[src/rtl/vote_pkg.sv]
// Shared definitions for the voting session controller: state encoding,
// voter population sizes and the voter-index-to-weight mapping.
package vote_pkg;

   typedef enum logic [1:0] {
      ST_IDLE  = 2'd0,
      ST_OPEN  = 2'd1,
      ST_TALLY = 2'd2,
      ST_DONE  = 2'd3
   } state_t;

   localparam int W_NP     = 1;
   localparam int W_VIP    = 4;
   localparam int W_VVIP   = 16;
   localparam int N_NP     = 32;
   localparam int N_VIP    = 8;
   localparam int N_VOTERS = 41;

   localparam logic [5:0] LAST_IDX = 6'(N_VOTERS - 1);

   // Voters 0..31 are normal, 32..39 VIP, 40 is the single VVIP.
   function automatic logic [7:0] voter_weight(input logic [5:0] idx);
      logic [7:0] w;
      if (idx < 6'(N_NP)) begin
         w = 8'(W_NP);
      end else if (idx < 6'(N_NP + N_VIP)) begin
         w = 8'(W_VIP);
      end else begin
         w = 8'(W_VVIP);
      end
      return w;
   endfunction

endpackage

[src/rtl/vote_tally_seq.sv]
// Serial weighted accumulator: walks one voter per cycle while go is high and
// presents the final sum (with sum_valid) during the last voter's cycle.
module vote_tally_seq
   import vote_pkg::*;
(
   input  logic                clk,
   input  logic                reset_n,
   input  logic                go,
   input  logic [N_VOTERS-1:0] ballots,
   output logic [7:0]          sum,
   output logic                sum_valid
);

   logic [5:0] idx_r;
   logic [7:0] acc_r;
   logic [7:0] add_s;

   // Weight contributed by the voter currently under the index.
   always_comb begin
      add_s = 8'd0;
      if (ballots[idx_r]) begin
         add_s = voter_weight(idx_r);
      end else begin
         add_s = 8'd0;
      end
   end

   assign sum       = acc_r + add_s;
   assign sum_valid = go && (idx_r == LAST_IDX);

   // Index/accumulator advance; both rest at zero whenever go is low.
   always_ff @(posedge clk or negedge reset_n) begin
      if (!reset_n) begin
         idx_r <= 6'd0;
         acc_r <= 8'd0;
      end else if (go) begin
         if (idx_r == LAST_IDX) begin
            idx_r <= 6'd0;
            acc_r <= 8'd0;
         end else begin
            idx_r <= idx_r + 6'd1;
            acc_r <= sum;
         end
      end else begin
         idx_r <= 6'd0;
         acc_r <= 8'd0;
      end
   end

endmodule

[src/rtl/vote_session_ctrl.sv]
// Voting session controller: opens a time-bounded ballot window, latches sticky
// votes, hands the frozen ballots to the serial tally and holds the result until ack.
module vote_session_ctrl
   import vote_pkg::*;
#(
   parameter int TIMEOUT   = 100,
   parameter int THRESHOLD = 41
) (
   input  logic        clk,
   input  logic        reset_n,
   input  logic        start,
   input  logic        close,
   input  logic [31:0] np,
   input  logic [7:0]  vip,
   input  logic        vvip,
   input  logic        ack,
   output logic        ballot_open,
   output logic        busy,
   output logic        done,
   output logic [7:0]  result,
   output logic        pass
);

   localparam logic [15:0] TIMER_LAST = 16'(TIMEOUT - 1);
   localparam logic [7:0]  THRESH_8   = 8'(THRESHOLD);

   state_t      state_r;
   logic [31:0] st_np_r;
   logic [7:0]  st_vip_r;
   logic        st_vvip_r;
   logic [15:0] timer_r;
   logic [7:0]  result_r;
   logic        pass_r;

   logic        tally_go_s;
   logic [7:0]  tally_sum_s;
   logic        tally_last_s;

   assign tally_go_s = (state_r == ST_TALLY);

   vote_tally_seq u_tally (
      .clk       (clk),
      .reset_n   (reset_n),
      .go        (tally_go_s),
      .ballots   ({st_vvip_r, st_vip_r, st_np_r}),
      .sum       (tally_sum_s),
      .sum_valid (tally_last_s)
   );

   // Session FSM with ballot latching, window timer and result capture.
   always_ff @(posedge clk or negedge reset_n) begin
      if (!reset_n) begin
         state_r   <= ST_IDLE;
         st_np_r   <= 32'd0;
         st_vip_r  <= 8'd0;
         st_vvip_r <= 1'b0;
         timer_r   <= 16'd0;
         result_r  <= 8'd0;
         pass_r    <= 1'b0;
      end else begin
         case (state_r)
            ST_IDLE: begin
               if (start) begin
                  state_r   <= ST_OPEN;
                  st_np_r   <= 32'd0;
                  st_vip_r  <= 8'd0;
                  st_vvip_r <= 1'b0;
                  timer_r   <= 16'd0;
                  result_r  <= 8'd0;
                  pass_r    <= 1'b0;
               end else begin
                  state_r <= ST_IDLE;
               end
            end
            ST_OPEN: begin
               st_np_r   <= st_np_r | np;
               st_vip_r  <= st_vip_r | vip;
               st_vvip_r <= st_vvip_r | vvip;
               timer_r   <= timer_r + 16'd1;
               if (close || (timer_r == TIMER_LAST)) begin
                  state_r <= ST_TALLY;
               end else begin
                  state_r <= ST_OPEN;
               end
            end
            ST_TALLY: begin
               if (tally_last_s) begin
                  result_r <= tally_sum_s;
                  pass_r   <= (tally_sum_s >= THRESH_8);
                  state_r  <= ST_DONE;
               end else begin
                  state_r <= ST_TALLY;
               end
            end
            ST_DONE: begin
               if (ack) begin
                  state_r <= ST_IDLE;
               end else begin
                  state_r <= ST_DONE;
               end
            end
            default: begin
               state_r <= ST_IDLE;
            end
         endcase
      end
   end

   assign ballot_open = (state_r == ST_OPEN);
   assign busy        = (state_r == ST_OPEN) || (state_r == ST_TALLY);
   assign done        = (state_r == ST_DONE);
   assign result      = result_r;
   assign pass        = pass_r;

endmodule

[config.mk]
export PLATFORM = sky130hd
export DESIGN_NAME = vote_session_ctrl
export DESIGN_NICKNAME = d
export VERILOG_FILES = /design/src/rtl/vote_pkg.sv /design/src/rtl/vote_tally_seq.sv /design/src/rtl/vote_session_ctrl.sv
export SDC_FILE = /design/constraint.sdc
export NUM_CORES = 1
export LEC_CHECK = 0
export CAP_MARGIN = 20
export CELL_PAD_IN_SITES_DETAIL_PLACEMENT = 0
export CELL_PAD_IN_SITES_GLOBAL_PLACEMENT = 1
export CORE_AREA = 8 8 113 115
export CTS_BUF_LIST = sky130_fd_sc_hd__clkbuf_16
export CTS_CLUSTER_DIAMETER = 100
export DETAILED_ROUTE_END_ITERATION = 8
export DIE_AREA = 0 0 121 123
export PLACE_DENSITY_LB_ADDON = 0.1
export SETUP_SLACK_MARGIN = 0.4
export SLEW_MARGIN = 20
export SYNTH_ARGS = -nofsm -noshare
export SYNTH_HDL_FRONTEND = slang
export SYNTH_SLANG_ARGS = --single-unit
[constraint.sdc]
create_clock -name clk -period 6.54 [get_ports clk]
set_input_delay 1.308 -clock clk [delete_from_list [all_inputs] [get_ports clk]]
set_output_delay 1.308 -clock clk [all_outputs]
set_load 0.1 [all_outputs]
==> run_summary.xml, run 1 <==
<?xml version="1.0" encoding="UTF-8"?>
<metrics>
  <group name="critical_path">
    <metric name="setup.worst_path.class" unit="">reg2out</metric>
    <metric name="critical_path.endpoint" unit="">ballot_open</metric>
    <metric name="timing_startpoint_of_the_critical_path" unit="">state_r[1]</metric>
    <metric name="wp_data_arrival" unit="ps">2500</metric>
    <metric name="logic_depth_of_the_worst_register_to_register_path" unit="">10</metric>
    <metric name="reg2reg_to" unit="">pass</metric>
    <metric name="worst-path-max-fanout" unit="">11</metric>
    <metric name="critPathCaptureType" unit="">output pin</metric>
    <metric name="setup.worst_path.start_class" unit="">flip-flop</metric>
    <metric name="worst-endpoint-required" unit="ps">5230</metric>
    <metric name="regToRegSetupSlack" unit="ps">2940</metric>
    <metric name="worst_r2r_startpoint" unit="">u_tally.idx_r[0]</metric>
  </group>
  <group name="logic_synthesis">
    <metric name="syn-mean-instance-area" unit="um^2">10.5</metric>
    <metric name="synth_top_area_cell" unit="">sky130_fd_sc_hd__dfrtp_1</metric>
    <metric name="synth_seq_area_share" unit="%">51.7</metric>
    <metric name="yosys_register_bits" unit="">82</metric>
    <metric name="synth_nets" unit="">433</metric>
    <metric name="synth_cell_type_count" unit="">52</metric>
    <metric name="ys.warnings.count" unit="">0</metric>
    <metric name="post_synth_inst_count" unit="">377</metric>
    <metric name="synth_enable_flop_cells" unit="">0</metric>
    <metric name="netlist_top_cells_area" unit="">sky130_fd_sc_hd__dfrtp_1 52%, sky130_fd_sc_hd__a21oi_1 6.8%, sky130_fd_sc_hd__nor2_1 6.0%</metric>
    <metric name="synth_ff_type" unit="">sky130_fd_sc_hd__dfrtp_1</metric>
    <metric name="asyncSetResetFlopFracSynth" unit="%">100</metric>
    <metric name="synth_top_area_share" unit="%">51.7</metric>
    <metric name="combined_area_of_all_synthesized_cells" unit="um^2">3970</metric>
  </group>
  <group name="grt">
    <metric name="globalRouteOverflowTotal" unit="">0</metric>
    <metric name="grt_first_pass_wirelength" unit="mm">16.2</metric>
    <metric name="grt_antenna_before_repair" unit="">0</metric>
    <metric name="grtUsageMet1" unit="%">18.3</metric>
    <metric name="global_route_met2_utilization" unit="%">20.9</metric>
    <metric name="grt_usage" unit="%">13.7</metric>
    <metric name="gr-usage-met3" unit="%">3.06</metric>
    <metric name="grt_busiest_layer" unit="">met2</metric>
    <metric name="first_global_vias" unit="">3139</metric>
    <metric name="largest_net_degree_at_the_start_of_global_routing" unit="">48</metric>
  </group>
  <group name="power">
    <metric name="total_power" unit="mW">2.03</metric>
    <metric name="ir_drop" unit="mV">0.205</metric>
    <metric name="pd_cells" unit="nW/um^2">409</metric>
    <metric name="total_leakage_power" unit="nW">2.08</metric>
  </group>
  <group name="placed_design">
    <metric name="placed_cell_area" unit="um^2">4650</metric>
    <metric name="place_worst_setup_slack" unit="ps">2920</metric>
    <metric name="post-place-cells" unit="">560</metric>
    <metric name="numPortBuffers" unit="">57</metric>
    <metric name="gp_routability_congestion" unit="">0.824</metric>
    <metric name="final_hpwl_dp" unit="mm">6.74</metric>
  </group>
  <group name="routing">
    <metric name="first_pass_iters" unit="">4</metric>
    <metric name="detail_route.vias_per_cell" unit="">5.31</metric>
    <metric name="drcViolationCount" unit="">0</metric>
    <metric name="routed_wl" unit="mm">9.74</metric>
    <metric name="routedWlPerCell" unit="um">16.9</metric>
    <metric name="routed-via-count" unit="">3054</metric>
    <metric name="antenna_left" unit="">0</metric>
    <metric name="initialDrtViolationCount" unit="">166</metric>
  </group>
  <group name="layout">
    <metric name="fin_util" unit="%">44.8</metric>
    <metric name="antenna_cells" unit="">0</metric>
    <metric name="fillerInstances" unit="">1041</metric>
    <metric name="fin_nets" unit="">484</metric>
    <metric name="leading_cell_types_in_the_layout_fill_and_taps_excluded" unit="">82 x sky130_fd_sc_hd__dfrtp_1, 62 x sky130_fd_sc_hd__nor2_1, 56 x sky130_fd_sc_hd__clkdlybuf4s50_1</metric>
    <metric name="final_std_cells_w_o_fill" unit="">575</metric>
    <metric name="syn2layout_area_growth" unit="%">25.0</metric>
    <metric name="postLayoutCellArea" unit="um^2">4960</metric>
    <metric name="most_common_cell_after_layout_fill_and_taps_aside" unit="">sky130_fd_sc_hd__dfrtp_1</metric>
    <metric name="ratio_of_cells_with_drive_above_1_in_the_final_layout" unit="%">6.48</metric>
  </group>
  <group name="timing">
    <metric name="setup_total_negative_slack" unit="ps">0</metric>
    <metric name="maxSlewViolCount" unit="">0</metric>
    <metric name="max_slew.worst_pin.slew" unit="ps">978</metric>
    <metric name="maxClockFrequency" unit="MHz">262</metric>
    <metric name="hold_viol" unit="">0</metric>
    <metric name="slew_headroom" unit="%">34.6</metric>
    <metric name="finalClockSkew" unit="ps">4.05</metric>
    <metric name="whs" unit="ps">497</metric>
    <metric name="grt_setup_unrepaired" unit="">no</metric>
    <metric name="timing.final.crit_share" unit="%">58.3</metric>
    <metric name="period_needed" unit="ps">3810</metric>
    <metric name="layout_setup_ws" unit="ps">2730</metric>
    <metric name="finalSetupViolCount" unit="">0</metric>
  </group>
  <group name="clocking">
    <metric name="cts-hold-fix-buffers" unit="">0</metric>
    <metric name="cts_root_buf" unit="">sky130_fd_sc_hd__clkbuf_16</metric>
    <metric name="cts_resized" unit="">0</metric>
    <metric name="clk_pin_slew" unit="ps">60</metric>
    <metric name="postCtsSetupBuffers" unit="">0</metric>
    <metric name="cts_tree" unit="">built</metric>
    <metric name="cts_max_level" unit="">3</metric>
    <metric name="cts_num_sinks" unit="">82</metric>
    <metric name="tritoncts.num_buffers" unit="">9</metric>
    <metric name="cts_buffer_depth" unit="">2</metric>
    <metric name="source_to_sink_clock_delay_at_the_later_pin_of_the_worst_skew_pair" unit="ps">330</metric>
  </group>
  <group name="flow_run">
    <metric name="cap_violations" unit="">0</metric>
  </group>
  <group name="floorplan">
    <metric name="floorplan.die.width" unit="um">121</metric>
    <metric name="ios" unit="">58</metric>
    <metric name="core" unit="um^2">11100</metric>
    <metric name="design.die.area" unit="um^2">14900</metric>
    <metric name="effective_utilization_at_floorplan" unit="%">35.8</metric>
    <metric name="floorplan.die.height" unit="um">123</metric>
    <metric name="floorplan.rows" unit="">39</metric>
  </group>
  <group name="min_path">
    <metric name="timing.hold.worst.class" unit="">reg2reg</metric>
  </group>
  <group name="status">
    <metric name="run_status" unit="">finished clean</metric>
  </group>
</metrics>
[cell usage after synthesis, types with 2 or more instances]
library cell,n
sky130_fd_sc_hd__dfrtp_1,82
sky130_fd_sc_hd__nor2_1,63
sky130_fd_sc_hd__a21oi_1,54
sky130_fd_sc_hd__nand2_1,19
sky130_fd_sc_hd__o21ai_0,17
sky130_fd_sc_hd__clkbuf_1,14
sky130_fd_sc_hd__ha_1,10
sky130_fd_sc_hd__nand3_1,9
sky130_fd_sc_hd__o31ai_1,7
sky130_fd_sc_hd__or4_1,7
sky130_fd_sc_hd__xnor2_1,7
sky130_fd_sc_hd__inv_1,6
sky130_fd_sc_hd__mux4_1,6
sky130_fd_sc_hd__a21o_1,5
sky130_fd_sc_hd__mux2i_1,5
sky130_fd_sc_hd__mux4_2,5
sky130_fd_sc_hd__nor4_1,5
sky130_fd_sc_hd__and2_1,4
sky130_fd_sc_hd__nand2b_1,4
sky130_fd_sc_hd__nor3_1,3
sky130_fd_sc_hd__o2bb2ai_1,3
sky130_fd_sc_hd__or3_1,3
sky130_fd_sc_hd__a22o_1,2
sky130_fd_sc_hd__a311oi_1,2
sky130_fd_sc_hd__and3_1,2
sky130_fd_sc_hd__buf_6,2
sky130_fd_sc_hd__clkbuf_2,2
sky130_fd_sc_hd__nand4_1,2
sky130_fd_sc_hd__nor2b_1,2
sky130_fd_sc_hd__o21a_1,2
sky130_fd_sc_hd__xor2_1,2
[final cells by class]
type / instances / area, um^2 / share of cell area (%)
timing repair buffer: 60 / 591 / 11.9
clock inverter: 6 / 82.6 / 1.67
clock buffer: 9 / 225 / 4.54
multi-input combinational: 269 / 1810 / 36.4
sequential: 82 / 2050 / 41.4
tap: 143 / 179 / 3.61
inverter: 6 / 22.5 / 0.454
[per-layer routing]
metal	vias to the layer above	share of wire, %
met5	-	0
met4	0	2.1
met3	14	4.4
met2	62	46
met1	1509	47
li1	1469	-
[worst min path at each step]
stage	start	to	slack, ps	depth (start not counted)
after floorplan	st_np_r[13]	st_np_r[13]	450	2
after global placement	result[3]	result[3]	470	1
after detailed placement	result[4]	result[4]	480	1
after CTS	result[4]	result[4]	500	1
after global routing	st_np_r[15]	st_np_r[15]	520	2
final	st_np_r[14]	st_np_r[14]	500	2
[state kept, by name, summed over array words and instances, names as in the netlist, 2 cells and up]
| name | flops |
|---|---|
| timer_r | 16 |
| result | 8 |
| st_vip_r | 8 |
| u_tally.acc_r | 8 |
| st_np_r | 32 |
| state_r | 2 |
| u_tally.idx_r | 6 |
[cells by family after synthesis]
family / Yosys count / share of synthesized area [%]
xor gates and xnor gates: 9 / 1.99
buffers and inverters: 26 / 3.03
adders and majority gates: 10 / 3.15
and+or+nand+nor: 131 / 16.3
AOI/OAI and AO/OA: 102 / 15.3
muxes: 17 / 8.45
DFF: 82 / 51.7
[power breakdown]
group | switching (mW) | internal, mW
Clock | 0.200 | 0.330
Combinational | 0.465 | 0.267
Sequential | 0.103 | 0.660
[worst max-delay path, stage by stage (launching register included)]
cell                              delay [ps]
sky130_fd_sc_hd__dfrtp_1                 400
sky130_fd_sc_hd__inv_1                    80
sky130_fd_sc_hd__ha_1                    460
sky130_fd_sc_hd__clkdlybuf4s50_1        1230
Note: power is estimated with default switching activity, not from simulation.
==> run 2: changes to the inputs <==
==> constraint.sdc (replaced) <==
create_clock -name clk -period 3.9 [get_ports clk]
set_input_delay 0.78 -clock clk [delete_from_list [all_inputs] [get_ports clk]]
set_output_delay 0.78 -clock clk [all_outputs]
set_load 0.1 [all_outputs]
==> run 2 against run 1 <==
Routed wire length down 1.4%. Non-clock buffer count increased by 1. Sequential power grew 66%. Clock power increased by 71%. Clock skew is 1.7 ps higher. Sequential share of layout area decreased by 0.12 points. Largest cell class unchanged.
==> run_summary.xml, run 2 (same netlist as run 1, synthesis figures left out) <==
<?xml version="1.0" encoding="UTF-8"?>
<metrics>
  <group name="layout">
    <metric name="regMostFlops" unit="">st_np_r</metric>
    <metric name="most_common_cell_after_layout_fill_and_taps_aside" unit="">sky130_fd_sc_hd__dfrtp_1</metric>
    <metric name="postLayoutCellArea" unit="um^2">4970</metric>
    <metric name="largest_register_ffs" unit="">32</metric>
    <metric name="leading_cell_types_in_the_layout_fill_and_taps_excluded" unit="">82 x sky130_fd_sc_hd__dfrtp_1, 62 x sky130_fd_sc_hd__nor2_1, 54 x sky130_fd_sc_hd__a21oi_1, 54 x sky130_fd_sc_hd__clkdlybuf4s50_1, 19 x sky130_fd_sc_hd__nand2_1</metric>
    <metric name="fin_util" unit="%">44.9</metric>
    <metric name="syn2layout_area_growth" unit="%">25.4</metric>
    <metric name="layout_top_registers" unit="">st_np_r x32, timer_r x16</metric>
    <metric name="antenna_cells" unit="">0</metric>
    <metric name="fin_nets" unit="">485</metric>
    <metric name="final_std_cells_w_o_fill" unit="">577</metric>
    <metric name="ratio_of_cells_with_drive_above_1_in_the_final_layout" unit="%">6.91</metric>
    <metric name="fillerInstances" unit="">1040</metric>
  </group>
  <group name="clocking">
    <metric name="cts_num_sinks" unit="">82</metric>
    <metric name="postCtsSetupBuffers" unit="">0</metric>
    <metric name="clk_pin_slew" unit="ps">60</metric>
    <metric name="tritoncts.num_buffers" unit="">9</metric>
    <metric name="cts_tree" unit="">built</metric>
    <metric name="cts_buffer_depth" unit="">2</metric>
    <metric name="cts_root_buf" unit="">sky130_fd_sc_hd__clkbuf_16</metric>
    <metric name="source_to_sink_clock_delay_at_the_later_pin_of_the_worst_skew_pair" unit="ps">350</metric>
    <metric name="cts_max_level" unit="">3</metric>
  </group>
  <group name="critical_path">
    <metric name="worst-path-max-fanout" unit="">5</metric>
    <metric name="worst-endpoint-required" unit="ps">4110</metric>
    <metric name="logic_depth_of_the_worst_register_to_register_path" unit="">10</metric>
    <metric name="setup.worst_path.class" unit="">reg2reg</metric>
    <metric name="critPathCaptureType" unit="">flip-flop</metric>
    <metric name="wp_data_arrival" unit="ps">3410</metric>
    <metric name="setup.worst_path.start_class" unit="">flip-flop</metric>
  </group>
  <group name="grt">
    <metric name="grt_usage" unit="%">13.6</metric>
    <metric name="first_global_vias" unit="">3012</metric>
    <metric name="grt_first_pass_wirelength" unit="mm">15.8</metric>
    <metric name="globalRouteOverflowTotal" unit="">0</metric>
    <metric name="grt_antenna_before_repair" unit="">0</metric>
    <metric name="largest_net_degree_at_the_start_of_global_routing" unit="">83</metric>
  </group>
  <group name="timing">
    <metric name="slew_headroom" unit="%">34.8</metric>
    <metric name="max_slew.worst_pin.slew" unit="ps">976</metric>
    <metric name="finalSetupViolCount" unit="">0</metric>
    <metric name="maxSlewViolCount" unit="">0</metric>
    <metric name="layout_setup_ws" unit="ps">699</metric>
    <metric name="hold_viol" unit="">0</metric>
    <metric name="setup_total_negative_slack" unit="ps">0</metric>
    <metric name="timing.final.crit_share" unit="%">82.1</metric>
    <metric name="whs" unit="ps">475</metric>
    <metric name="maxClockFrequency" unit="MHz">312</metric>
    <metric name="period_needed" unit="ps">3200</metric>
    <metric name="finalClockSkew" unit="ps">5.73</metric>
    <metric name="grt_setup_unrepaired" unit="">no</metric>
  </group>
  <group name="routing">
    <metric name="routed-via-count" unit="">3008</metric>
    <metric name="routed_wl" unit="mm">9.60</metric>
    <metric name="antenna_left" unit="">0</metric>
    <metric name="initialDrtViolationCount" unit="">139</metric>
    <metric name="first_pass_iters" unit="">4</metric>
    <metric name="routedWlPerCell" unit="um">16.6</metric>
    <metric name="drcViolationCount" unit="">0</metric>
    <metric name="detail_route.vias_per_cell" unit="">5.21</metric>
  </group>
  <group name="floorplan">
    <metric name="core" unit="um^2">11100</metric>
    <metric name="effective_utilization_at_floorplan" unit="%">35.8</metric>
    <metric name="floorplan.rows" unit="">39</metric>
    <metric name="design.die.area" unit="um^2">14900</metric>
    <metric name="ios" unit="">58</metric>
    <metric name="floorplan.die.width" unit="um">121</metric>
    <metric name="floorplan.die.height" unit="um">123</metric>
  </group>
  <group name="placed_design">
    <metric name="final_hpwl_dp" unit="mm">6.61</metric>
    <metric name="post-place-cells" unit="">561</metric>
    <metric name="numPortBuffers" unit="">57</metric>
    <metric name="gp_routability_congestion" unit="">0.779</metric>
    <metric name="place_worst_setup_slack" unit="ps">623</metric>
    <metric name="placed_cell_area" unit="um^2">4650</metric>
  </group>
  <group name="power">
    <metric name="total_power" unit="mW">3.42</metric>
    <metric name="pd_cells" unit="nW/um^2">688</metric>
    <metric name="total_leakage_power" unit="nW">2.10</metric>
    <metric name="ir_drop" unit="mV">0.418</metric>
  </group>
  <group name="flow_run">
    <metric name="cap_violations" unit="">0</metric>
  </group>
  <group name="min_path">
    <metric name="timing.hold.worst.class" unit="">in2async</metric>
  </group>
  <group name="status">
    <metric name="run_status" unit="">finished clean</metric>
  </group>
</metrics>
run 2: cell count changes in the layout (fill, tap and decap cells not counted), sizes merged:
cell / before / now
buf: 4 / 7
clkdlybuf4s50: 56 / 54
inv: 6 / 8
clkinv: 4 / 3
run 2: what timing repair did:
action	4_1_cts	5_1_grt
resized for setup	0	2
hold buffers	0	0
hold endpoints to repair	0	0
setup endpoints to repair	0	1
run 2: worst max-delay path: stages, from the launching register on:
cell,delay (ps)
sky130_fd_sc_hd__dfrtp_1,480
sky130_fd_sc_hd__mux4_1,600
sky130_fd_sc_hd__mux4_2,470
sky130_fd_sc_hd__nand2_1,90
sky130_fd_sc_hd__a21oi_1,80
sky130_fd_sc_hd__ha_1,240
sky130_fd_sc_hd__ha_1,220
sky130_fd_sc_hd__a21oi_1,310
sky130_fd_sc_hd__nor3_1,110
sky130_fd_sc_hd__o311ai_1,330
sky130_fd_sc_hd__o2111ai_1,140
run 2: layer usage:
metal	track usage, %	vias to the layer above	share of wire, %
li1	-	1473	-
met5	0	-	0
met3	4.38	15	4.7
met1	17.8	1469	48
met4	5.62	0	1.8
met2	20.2	51	46
run 2: path summary, 6_finish.rpt:
kind | from | end | slack, ps
worst max-delay path | u_tally.idx_r[0] | pass | 700
worst min-delay path | reset_n | timer_r[6] | 480
worst max register to register | u_tally.idx_r[0] | pass | 700
worst min register to register | result[4] | result[4] | 490
max in group asynchronous | reset_n | u_tally.acc_r[5] | 2910
min in group clk | result[4] | result[4] | 490
run 2: power by group:
group | total [mW] | internal, mW | switching (mW)
sequential | 1.27 | 1.11 | 0.166
clock | 0.907 | 0.560 | 0.347
combinational | 1.24 | 0.452 | 0.790
run 2: area by class of cell:
class	instances	area [um^2]	share of cell area (%)
flip-flops and latches	82	2050	41.3
multi-input cells	269	1800	36.3
repair buffers	61	597	12.0
clock buffers	9	225	4.53
well taps	143	179	3.60
clock inverters	7	93.8	1.89
inverters	6	22.5	0.453
